==> src/rtl/mips_multicycle_control_if.sv <==
// Control bundle between the multi-cycle MIPS controller and its datapath:
// opcode and memory-ready in, every mux select and write enable out.
interface mips_multicycle_control_if #(
  parameter int OPCODE_W = 6
);
  logic [OPCODE_W-1:0] instr;
  logic                mem_ready;
  logic                PCWrite;
  logic                Branch;
  logic                IorD;
  logic                MemRead;
  logic                MemWrite;
  logic                IRWrite;
  logic                MemToReg;
  logic                RegWrite;
  logic                RegDst;
  logic                AluSrcA;
  logic [1:0]          AluSrcB;
  logic [1:0]          AluOp;
  logic [1:0]          PCSrc;
  logic                illegal_op;
  logic [3:0]          state;

  modport master (
    input  instr, mem_ready,
    output PCWrite, Branch, IorD, MemRead, MemWrite, IRWrite, MemToReg,
           RegWrite, RegDst, AluSrcA, AluSrcB, AluOp, PCSrc, illegal_op, state
  );

  modport slave (
    output instr, mem_ready,
    input  PCWrite, Branch, IorD, MemRead, MemWrite, IRWrite, MemToReg,
           RegWrite, RegDst, AluSrcA, AluSrcB, AluOp, PCSrc, illegal_op, state
  );
endinterface

==> src/rtl/mips_multicycle_control.sv <==
// Multi-cycle main control FSM for the MIPS_V2 shared-ALU/shared-memory datapath,
// with optional stall-on-memory handshake and illegal-opcode trapping.
//
// state      | meaning
// -----------+----------------------------------------------------------
// RESET      | held in reset, all controls low
// FETCH      | read instruction, PC <= PC + 4 when memory is ready
// DECODE     | dispatch on opcode, precompute branch target
// MEMADR     | base + sign-extended offset for lw/sw
// MEMREAD    | data read, waits for memory
// MEMWB      | write loaded data to rt
// MEMWRITE   | data write, waits for memory
// EXECUTE    | R-type ALU operation
// ALUWB      | write ALU result to rd
// BRANCH     | beq compare, PC <= target if zero
// ADDIEXEC   | rs + sign-extended immediate
// ADDIWB     | write addi result to rt
// JUMP       | PC <= jump target
// TRAP       | unsupported opcode, one-cycle illegal_op pulse
module mips_multicycle_control #(
  parameter int OPCODE_W      = 6,
  parameter bit MEM_HANDSHAKE = 1'b1
) (
  input logic                      clk,
  input logic                      rst_n,
  mips_multicycle_control_if.master bus
);

  typedef enum logic [3:0] {
    S_RESET    = 4'd0,
    S_FETCH    = 4'd1,
    S_DECODE   = 4'd2,
    S_MEMADR   = 4'd3,
    S_MEMREAD  = 4'd4,
    S_MEMWB    = 4'd5,
    S_MEMWRITE = 4'd6,
    S_EXECUTE  = 4'd7,
    S_ALUWB    = 4'd8,
    S_BRANCH   = 4'd9,
    S_ADDIEXEC = 4'd10,
    S_ADDIWB   = 4'd11,
    S_JUMP     = 4'd12,
    S_TRAP     = 4'd13
  } state_t;

  typedef struct packed {
    logic       fetch;
    logic       pcwrite;
    logic       branch;
    logic       iord;
    logic       memread;
    logic       memwrite;
    logic       memtoreg;
    logic       regwrite;
    logic       regdst;
    logic       alusrca;
    logic [1:0] alusrcb;
    logic [1:0] aluop;
    logic [1:0] pcsrc;
    logic       illegal;
  } ctl_t;

  localparam logic [OPCODE_W-1:0] OP_RTYPE = OPCODE_W'(6'b000000);
  localparam logic [OPCODE_W-1:0] OP_LW    = OPCODE_W'(6'b100011);
  localparam logic [OPCODE_W-1:0] OP_SW    = OPCODE_W'(6'b101011);
  localparam logic [OPCODE_W-1:0] OP_BEQ   = OPCODE_W'(6'b000100);
  localparam logic [OPCODE_W-1:0] OP_ADDI  = OPCODE_W'(6'b001000);
  localparam logic [OPCODE_W-1:0] OP_J     = OPCODE_W'(6'b000010);

  state_t state_q;
  state_t state_nxt;
  ctl_t   ctl_q;
  logic   ready;

  // With the handshake disabled the memory is treated as single-cycle.
  assign ready = MEM_HANDSHAKE ? bus.mem_ready : 1'b1;

  always_comb begin
    state_nxt = state_q;
    case (state_q)
      S_RESET:    state_nxt = S_FETCH;
      S_FETCH:    state_nxt = ready ? S_DECODE : S_FETCH;
      S_DECODE: begin
        case (bus.instr)
          OP_RTYPE:      state_nxt = S_EXECUTE;
          OP_LW, OP_SW:  state_nxt = S_MEMADR;
          OP_BEQ:        state_nxt = S_BRANCH;
          OP_ADDI:       state_nxt = S_ADDIEXEC;
          OP_J:          state_nxt = S_JUMP;
          default:       state_nxt = S_TRAP;
        endcase
      end
      S_MEMADR:   state_nxt = (bus.instr == OP_SW) ? S_MEMWRITE : S_MEMREAD;
      S_MEMREAD:  state_nxt = ready ? S_MEMWB : S_MEMREAD;
      S_MEMWB:    state_nxt = S_FETCH;
      S_MEMWRITE: state_nxt = ready ? S_FETCH : S_MEMWRITE;
      S_EXECUTE:  state_nxt = S_ALUWB;
      S_ALUWB:    state_nxt = S_FETCH;
      S_BRANCH:   state_nxt = S_FETCH;
      S_ADDIEXEC: state_nxt = S_ADDIWB;
      S_ADDIWB:   state_nxt = S_FETCH;
      S_JUMP:     state_nxt = S_FETCH;
      S_TRAP:     state_nxt = S_FETCH;
      default:    state_nxt = S_RESET;
    endcase
  end

  // Moore decode, evaluated on the next state so the outputs register alongside it.
  function automatic ctl_t decode_ctl(state_t s);
    ctl_t c;
    c = '0;
    case (s)
      S_FETCH: begin
        c.fetch   = 1'b1;
        c.memread = 1'b1;
        c.alusrcb = 2'b01;
      end
      S_DECODE: c.alusrcb = 2'b11;
      S_MEMADR: begin
        c.alusrca = 1'b1;
        c.alusrcb = 2'b10;
      end
      S_MEMREAD: begin
        c.memread = 1'b1;
        c.iord    = 1'b1;
      end
      S_MEMWB: begin
        c.regwrite = 1'b1;
        c.memtoreg = 1'b1;
      end
      S_MEMWRITE: begin
        c.memwrite = 1'b1;
        c.iord     = 1'b1;
      end
      S_EXECUTE: begin
        c.alusrca = 1'b1;
        c.aluop   = 2'b10;
      end
      S_ALUWB: begin
        c.regwrite = 1'b1;
        c.regdst   = 1'b1;
      end
      S_BRANCH: begin
        c.alusrca = 1'b1;
        c.aluop   = 2'b01;
        c.branch  = 1'b1;
        c.pcsrc   = 2'b01;
      end
      S_ADDIEXEC: begin
        c.alusrca = 1'b1;
        c.alusrcb = 2'b10;
      end
      S_ADDIWB: c.regwrite = 1'b1;
      S_JUMP: begin
        c.pcwrite = 1'b1;
        c.pcsrc   = 2'b10;
      end
      S_TRAP:  c.illegal = 1'b1;
      default: c = '0;
    endcase
    return c;
  endfunction

  always_ff @(posedge clk or negedge rst_n) begin
    if (!rst_n) begin
      state_q <= S_RESET;
      ctl_q   <= '0;
    end else begin
      state_q <= state_nxt;
      ctl_q   <= decode_ctl(state_nxt);
    end
  end

  // Fetch-time PC and IR writes are the only ready-gated controls.
  assign bus.PCWrite    = ctl_q.pcwrite | (ctl_q.fetch & ready);
  assign bus.IRWrite    = ctl_q.fetch & ready;
  assign bus.Branch     = ctl_q.branch;
  assign bus.IorD       = ctl_q.iord;
  assign bus.MemRead    = ctl_q.memread;
  assign bus.MemWrite   = ctl_q.memwrite;
  assign bus.MemToReg   = ctl_q.memtoreg;
  assign bus.RegWrite   = ctl_q.regwrite;
  assign bus.RegDst     = ctl_q.regdst;
  assign bus.AluSrcA    = ctl_q.alusrca;
  assign bus.AluSrcB    = ctl_q.alusrcb;
  assign bus.AluOp      = ctl_q.aluop;
  assign bus.PCSrc      = ctl_q.pcsrc;
  assign bus.illegal_op = ctl_q.illegal;
  assign bus.state      = state_q;

endmodule

==> src/flat_wrapper.sv <==
// flat-port wrapper written by rule: the top's interface ports become plain ports
module mips_multicycle_control_flat 
#(
  parameter int OPCODE_W      = 6,
  parameter bit MEM_HANDSHAKE = 1'b1
)
  (clk, rst_n, bus_instr, bus_mem_ready, bus_PCWrite, bus_Branch, bus_IorD, bus_MemRead, bus_MemWrite, bus_IRWrite, bus_MemToReg, bus_RegWrite, bus_RegDst, bus_AluSrcA, bus_AluSrcB, bus_AluOp, bus_PCSrc, bus_illegal_op, bus_state);
  mips_multicycle_control_if #(.OPCODE_W(OPCODE_W)) bus_i ();
  input logic clk;
  input logic rst_n;
  input wire logic [$bits(bus_i.instr)-1:0] bus_instr;
  input wire logic [$bits(bus_i.mem_ready)-1:0] bus_mem_ready;
  output wire logic [$bits(bus_i.PCWrite)-1:0] bus_PCWrite;
  output wire logic [$bits(bus_i.Branch)-1:0] bus_Branch;
  output wire logic [$bits(bus_i.IorD)-1:0] bus_IorD;
  output wire logic [$bits(bus_i.MemRead)-1:0] bus_MemRead;
  output wire logic [$bits(bus_i.MemWrite)-1:0] bus_MemWrite;
  output wire logic [$bits(bus_i.IRWrite)-1:0] bus_IRWrite;
  output wire logic [$bits(bus_i.MemToReg)-1:0] bus_MemToReg;
  output wire logic [$bits(bus_i.RegWrite)-1:0] bus_RegWrite;
  output wire logic [$bits(bus_i.RegDst)-1:0] bus_RegDst;
  output wire logic [$bits(bus_i.AluSrcA)-1:0] bus_AluSrcA;
  output wire logic [$bits(bus_i.AluSrcB)-1:0] bus_AluSrcB;
  output wire logic [$bits(bus_i.AluOp)-1:0] bus_AluOp;
  output wire logic [$bits(bus_i.PCSrc)-1:0] bus_PCSrc;
  output wire logic [$bits(bus_i.illegal_op)-1:0] bus_illegal_op;
  output wire logic [$bits(bus_i.state)-1:0] bus_state;
  assign bus_i.instr = bus_instr;
  assign bus_i.mem_ready = bus_mem_ready;
  assign bus_PCWrite = bus_i.PCWrite;
  assign bus_Branch = bus_i.Branch;
  assign bus_IorD = bus_i.IorD;
  assign bus_MemRead = bus_i.MemRead;
  assign bus_MemWrite = bus_i.MemWrite;
  assign bus_IRWrite = bus_i.IRWrite;
  assign bus_MemToReg = bus_i.MemToReg;
  assign bus_RegWrite = bus_i.RegWrite;
  assign bus_RegDst = bus_i.RegDst;
  assign bus_AluSrcA = bus_i.AluSrcA;
  assign bus_AluSrcB = bus_i.AluSrcB;
  assign bus_AluOp = bus_i.AluOp;
  assign bus_PCSrc = bus_i.PCSrc;
  assign bus_illegal_op = bus_i.illegal_op;
  assign bus_state = bus_i.state;
  mips_multicycle_control #(.OPCODE_W(OPCODE_W), .MEM_HANDSHAKE(MEM_HANDSHAKE)) u_core (.clk(clk), .rst_n(rst_n), .bus(bus_i));
endmodule
==> config.mk <==
export PLATFORM = sky130hd
export DESIGN_NAME = mips_multicycle_control_flat
export DESIGN_NICKNAME = d
export VERILOG_FILES = /design/src/rtl/mips_multicycle_control_if.sv /design/src/rtl/mips_multicycle_control.sv /design/src/flat_wrapper.sv
export SDC_FILE = /design/constraint.sdc
export NUM_CORES = 1
export LEC_CHECK = 0
export BUFFER_PORTS_ARGS = -buffer_cell sky130_fd_sc_hd__buf_2
export CORE_MARGIN = 2
export CORE_UTILIZATION = 45
export CTS_BUF_LIST = sky130_fd_sc_hd__clkbuf_4 sky130_fd_sc_hd__clkbuf_8 sky130_fd_sc_hd__clkbuf_16
export DETAILED_ROUTE_END_ITERATION = 8
export GPL_TIMING_DRIVEN = 0
export PLACE_DENSITY = 0.74
export SLEW_MARGIN = 10
export SYNTH_ARGS = -nofsm -noshare
export SYNTH_HDL_FRONTEND = slang
export SYNTH_SLANG_ARGS = --single-unit
==> constraint.sdc <==
create_clock -name clk -period 1.9 [get_ports clk]
set_input_delay 0.095 -clock clk [delete_from_list [all_inputs] [get_ports clk]]
set_output_delay 0.095 -clock clk [all_outputs]
set_load 0.05 [all_outputs]
Word level (Yosys, flattened, before mapping)

Index checks and enable logic that the tools add are counted.

Muxes and demuxes: 20
Reduce and logical (&&, ||, !) cells: 9
Equal/unequal tests: 31
Bitwise gates (word level): 2

Operator list:

| kind                                                                   | count |
|---|---|
| 4-bit equality test (second input constant)                            | 12 |
| 4-bit by 3-bit equality test with 1-bit output (second input constant) | 8 |
| 4-bit one-hot mux with 8 select lines                                  | 1 |
| 4-bit one-hot mux with 5 select lines                                  | 1 |
| 4-bit by 2-bit equality test with 1-bit output (second input constant) | 4 |
| 6-bit equality test (second input constant)                            | 2 |
| 1-bit two-way mux                                                      | 12 |
| 4-bit by 1-bit equality test with 1-bit output (second input constant) | 2 |
| 2-bit one-hot mux with 2 select lines                                  | 2 |
| 2-bit OR reduction                                                     | 4 |
| 7-bit OR reduction                                                     | 1 |
| 6-bit by 2-bit equality test with 1-bit output (second input constant) | 1 |
| 6-bit by 3-bit equality test with 1-bit output (second input constant) | 1 |
| 6-bit by 4-bit equality test with 1-bit output (second input constant) | 1 |
| 6-bit zero test                                                        | 1 |
| 2-bit one-hot mux with 3 select lines                                  | 1 |
| 4-bit zero test                                                        | 1 |
| 2-bit two-way mux                                                      | 2 |
| 4-bit OR reduction                                                     | 1 |
| 3-bit two-way mux                                                      | 1 |
| 3-bit OR reduction                                                     | 1 |
| 1-bit AND                                                              | 1 |
| 1-bit OR                                                               | 1 |

Logic and storage cells: 77
Bits of input ports: 9
Bits in registers: 21

Longest topological paths before layout

Depth after elaboration: 7
Gate-level depth with buffers: 7
Gate-level depth less buffers: 6

Least setup slack after synthesis

Ideal clock, no wire load.

Path kind: reg2reg
Start: register u_core.state_q[1] (netlist: u_core.bus.state[1])
End: register u_core.ctl_q, in the netlist u_core.bus.AluSrcA
Setup time: 0.095 ns
Period minus slack after synthesis: 2.041 ns
Arrival time: 1.945 ns
Setup slack: -0.141 ns
Cell stages (with the launch flop): 6
Required time: 1.805 ns
Cell sequence: dfrtp_1 -> or2b_2 -> or3_1 -> a31o_1 -> and3_4 -> o32ai_2

Longest elaborated chain between the ends: 6
Elaborated cells between the ends (all ways): 22
Classes of those cells: 17 x eq/ne; 2 x mux; 3 x reduce/logical

Ends and longest elaborated chain:

| element                                                                      | RTL line                       | source |
|---|---|---|
| from (decl)                                                                  | mips_multicycle_control.sv:70  | `state_t state_q;` |
| from (signal assigned)                                                       | mips_multicycle_control.sv:169 | `state_q <= state_nxt;` |
| 4-bit by 3-bit equality test with 1-bit output, or another cell as far along | mips_multicycle_control.sv:80  | `case (state_q)` |
| 7-bit OR reduction (no line)                                                 | -                              |  |
| 4-bit one-hot mux with 8 select lines (*)                                    | mips_multicycle_control.sv:80  |  |
| 4-bit by 3-bit equality test with 1-bit output, or another cell as far along | mips_multicycle_control.sv:112 | `case (s)` |
| 4-bit OR reduction (no line) (*)                                             | -                              |  |
| 1-bit two-way mux (*)                                                        | mips_multicycle_control.sv:112 |  |
| to (signal assigned)                                                         | mips_multicycle_control.sv:170 | `ctl_q <= decode_ctl(state_nxt);` |
| to (decl)                                                                    | mips_multicycle_control.sv:72  | `ctl_t ctl_q;` |

Every way passes the cells marked *; elsewhere a longest branch is shown, timed or not.

Final worst setup path

Start: register u_core.state_q[2] (netlist: u_core.bus.state[2])
End: register u_core.ctl_q, in the netlist u_core.bus.AluSrcA

The elaborated chain is that of the path after synthesis.

==> results.sh <==
export IMPL_r2r_slack_ns=0.05
export IMPL_final_cell_area_um2=1270
export IMPL_place_hpwl_mm=1.54
export IMPL_setup_ws_ns=0.0494
export IMPL_critPathMaxStageDelay_ns=0.44
export IMPL_drc_errors=0
export IMPL_via_per_inst=5.14
export IMPL_multi_input_area_um2=460
export IMPL_die_area_um2=2640
export IMPL_overflow=0
export IMPL_yosysTopAreaCell="dfrtp_1"
export IMPL_area_growth_pct=25.7
export IMPL_dr_pass1_iters=4
export IMPL_cts_tree="done"
export IMPL_syn_inst=99
export IMPL_synth_cell_types=40
export IMPL_cts_root_buffer="clkbuf_4"
export IMPL_start_util=0.467
export IMPL_skew_ns=0.00489
export IMPL_drtIter0Drc=15
export IMPL_drive_above_1_share=0.474
export IMPL_register_area_um2=479
export IMPL_relSlewSlack=0.716
export IMPL_gp_congestion=0.787
export IMPL_antenna_cells=0
export IMPL_worstSetupStartpointType="register"
export IMPL_grt_antenna_before_repair=0
export IMPL_cp_data_required_time_ns=2.12
export IMPL_slowest_stage="dfrtp_2"
export IMPL_fmax_mhz=540
export IMPL_rsz0062_at_grt="yes"
export IMPL_hp_class="primary input to register"
export IMPL_power_mw=2.15
export IMPL_cts_sinks=19
export IMPL_synth_xor_xnor_area_share=0.0173
export IMPL_ys_seq_elements=19
export IMPL_port_buffer_count=29
export IMPL_crit_chain="or2b_4 > or3_1 > a31o_1 > and3_4 > o32ai_2"
export IMPL_worst_hold_startpoint="bus_mem_ready"
export IMPL_track_usage=0.190
export IMPL_fill_cells=204
export IMPL_die_h_um=51.4
export IMPL_cts_made_buffers=3
export IMPL_hold_ws_ns=0.229
export IMPL_critPathKind="register to register"
export IMPL_synthAdderAreaFrac=0
export IMPL_synth_top_family_by_area="simple AND/OR/NAND/NOR gates"
export IMPL_synth_async_reset_ratio=1.00
export IMPL_yosysMostFrequentCell="dfrtp_1"
export IMPL_cp_end_kind="register"
export IMPL_htree_levels=1
export IMPL_p_per_area_nw_per_um2=1690
export IMPL_synthSimpleGateAreaFrac=0.253
export IMPL_placed_area_um2=1200
export IMPL_r2r_start="u_core.bus.state[2]"
export IMPL_pre_cts_ws_ns=0.0257
export IMPL_finalCritPeriodShare=0.974
export IMPL_core_area_um2=2170
export IMPL_cp_num_buf_inv=0
export IMPL_hold_end="u_core.bus.MemToReg"
export IMPL_r2r_end="u_core.bus.AluSrcA"
export IMPL_cts_clk_slew_worst_paths_ns=0.11
export IMPL_hold_viol=0
export IMPL_syn_area_per_cell_um2=10.2
export IMPL_path_max_fanout=4
export IMPL_wirelength_mm=2.16
export IMPL_irDropWorstVdd_v=0.00112
export IMPL_synth_top_area_frac=0.470
export IMPL_crit_family="simple AND/OR/NAND/NOR gates"
export IMPL_whs_path_depth=3
export IMPL_syn_area_um2=1010
export IMPL_critPathArrivalTime_ns=2.07
export IMPL_grt_pass1_vias=775
export IMPL_reg2regPathDepth=5
export IMPL_nets=145
export IMPL_antenna_left=0
export IMPL_synth_edf_count=0
export IMPL_ys_warn_count=0
export IMPL_cts_buffer_depth=2
export IMPL_synth_compound_area_frac=0.161
export IMPL_tightest_slew_ns=0.426
export IMPL_grt_start_max_net_pins=20
export IMPL_die_w_um=51.4
export IMPL_status="complete, no violations"
export IMPL_rows=17
export IMPL_setup_viol=0
export IMPL_syn_nets=108
export IMPL_synth_seq_area_share=0.470
export IMPL_wl_per_cell_um=13.2
export IMPL_static_leakage_power_nw=0.647
export IMPL_ys_flop_type="dfrtp_1"
export IMPL_finalMaxSlewViolations=0
export IMPL_synth_mux_area_fraction=0
export IMPL_cap_violations=0
export IMPL_min_period_ns=1.85
export IMPL_synthTopCellsByArea="dfrtp_1 47%, buf_4 5.9%, nand2_1 3.0%, nor2_1 2.6%, nor3_1 2.5%"
export IMPL_fin_setup_tns_ns=0
export IMPL_dr_total_vias=838
export IMPL_ios=30
export IMPL_grt_first_pass_wirelength_mm=3.63
export IMPL_synthTopCellsByCount="19 x dfrtp_1, 8 x buf_4, 8 x nand2_1"
export IMPL_clock_latency_ns=0.30
## worst max-delay path by stage
| stage | slack (ns) | cells after the start | startpoint | endpoint |
|---|---|---|---|---|
| finish | 0.05 | 5 | u_core.bus.state[2] | u_core.bus.AluSrcA |
| global route | -0.02 | 5 | u_core.bus.state[2] | u_core.bus.AluSrcA |
| CTS | 0.0003 | 5 | u_core.bus.state[3] | u_core.bus.AluSrcA |
| detailed placement | 0.03 | 5 | u_core.bus.state[3] | u_core.bus.AluSrcA |
| global placement | 0.06 | 5 | u_core.bus.state[3] | u_core.bus.AluSrcA |
| floorplan | 0.01 | 7 | u_core.bus.state[0] | u_core.bus.AluSrcA |
## through the flow
step,util,instances
finish,0.587,163
global route,0.587,163
CTS,0.577,163
detailed placement,0.552,156
global placement,0.552,156
floorplan,-,99
## kinds of logic (layout without fill, tap and decap cells)
| logic type | count (synthesis) | after routing |
|---|---|---|
| DFF | 19 | 19 |
| xor gates and xnor gates | 2 | 2 |
| and+or+nand+nor | 44 | 44 |
| buffers and inverters | 14 | 50 |
| AOI/OAI and AO/OA | 20 | 20 |
## state kept, by name (all words and copies together) (netlist names)
register and cells:
u_core.bus.AluOp 1, u_core.bus.AluSrcA 1, u_core.bus.AluSrcB 2, u_core.bus.Branch 1, u_core.bus.IorD 1, u_core.bus.MemRead 1
u_core.bus.MemToReg 1, u_core.bus.MemWrite 1, u_core.bus.PCSrc 2, u_core.bus.RegDst 1, u_core.bus.RegWrite 1, u_core.bus.illegal_op 1
u_core.bus.state 4, u_core.ctl_q 1
## worst register-to-register path, cell delays in order, from the launching register on
cell and delay, ns:
dfrtp_2 0.44, or2b_4 0.27, or3_1 0.42, a31o_1 0.27, and3_4 0.17, o32ai_2 0.19
## where the power goes
group	switching [mW]	internal [mW]
sequential	0.0532	0.524
clock	0.128	0.0786
combinational	0.894	0.472
total	1.07	1.08
## final cells by class
type                            instances  share of cell area
Clock buffer                            3              0.0177
Buffer                                 10              0.0669
Timing Repair Buffer                   32               0.134
Sequential cell                        19               0.377
Multi-Input combinational cell         66               0.362
Clock inverter                          1             0.00393
Inverter                                4              0.0118
Tap cell                               28              0.0275
## placed cells by master, fill, tap and decap left out, types with 2 or more instances in the layout
cell type,n
dfrtp_1,16
a21oi_2,2
buf_4,10
dfrtp_2,3
nand2_1,7
clkbuf_4,3
nor2_1,7
nand3_1,4
or3_4,2
a211oi_1,2
o21ai_1,2
or3_1,2
inv_1,4
nor3_1,5
xnor2_1,2
nor4bb_1,2
and2b_2,2
o21ai_0,3
buf_2,29
## layer usage
layer,vias up,global-route usage,routed length (µm)
met3,2,0.0556,130
met2,28,0.299,1060
met5,-,0,0
met4,0,0.0658,20
met1,385,0.250,946
li1,423,-,-
## repair_timing
item                       4_1_cts  5_1_grt
hold endpoints to repair        19        0
setup buffers                    2        0
resized for setup                0        6
pin swaps                        1        1
hold buffers                     1        0
setup endpoints to repair        1       10
Note: power is estimated with default switching activity, not from simulation.
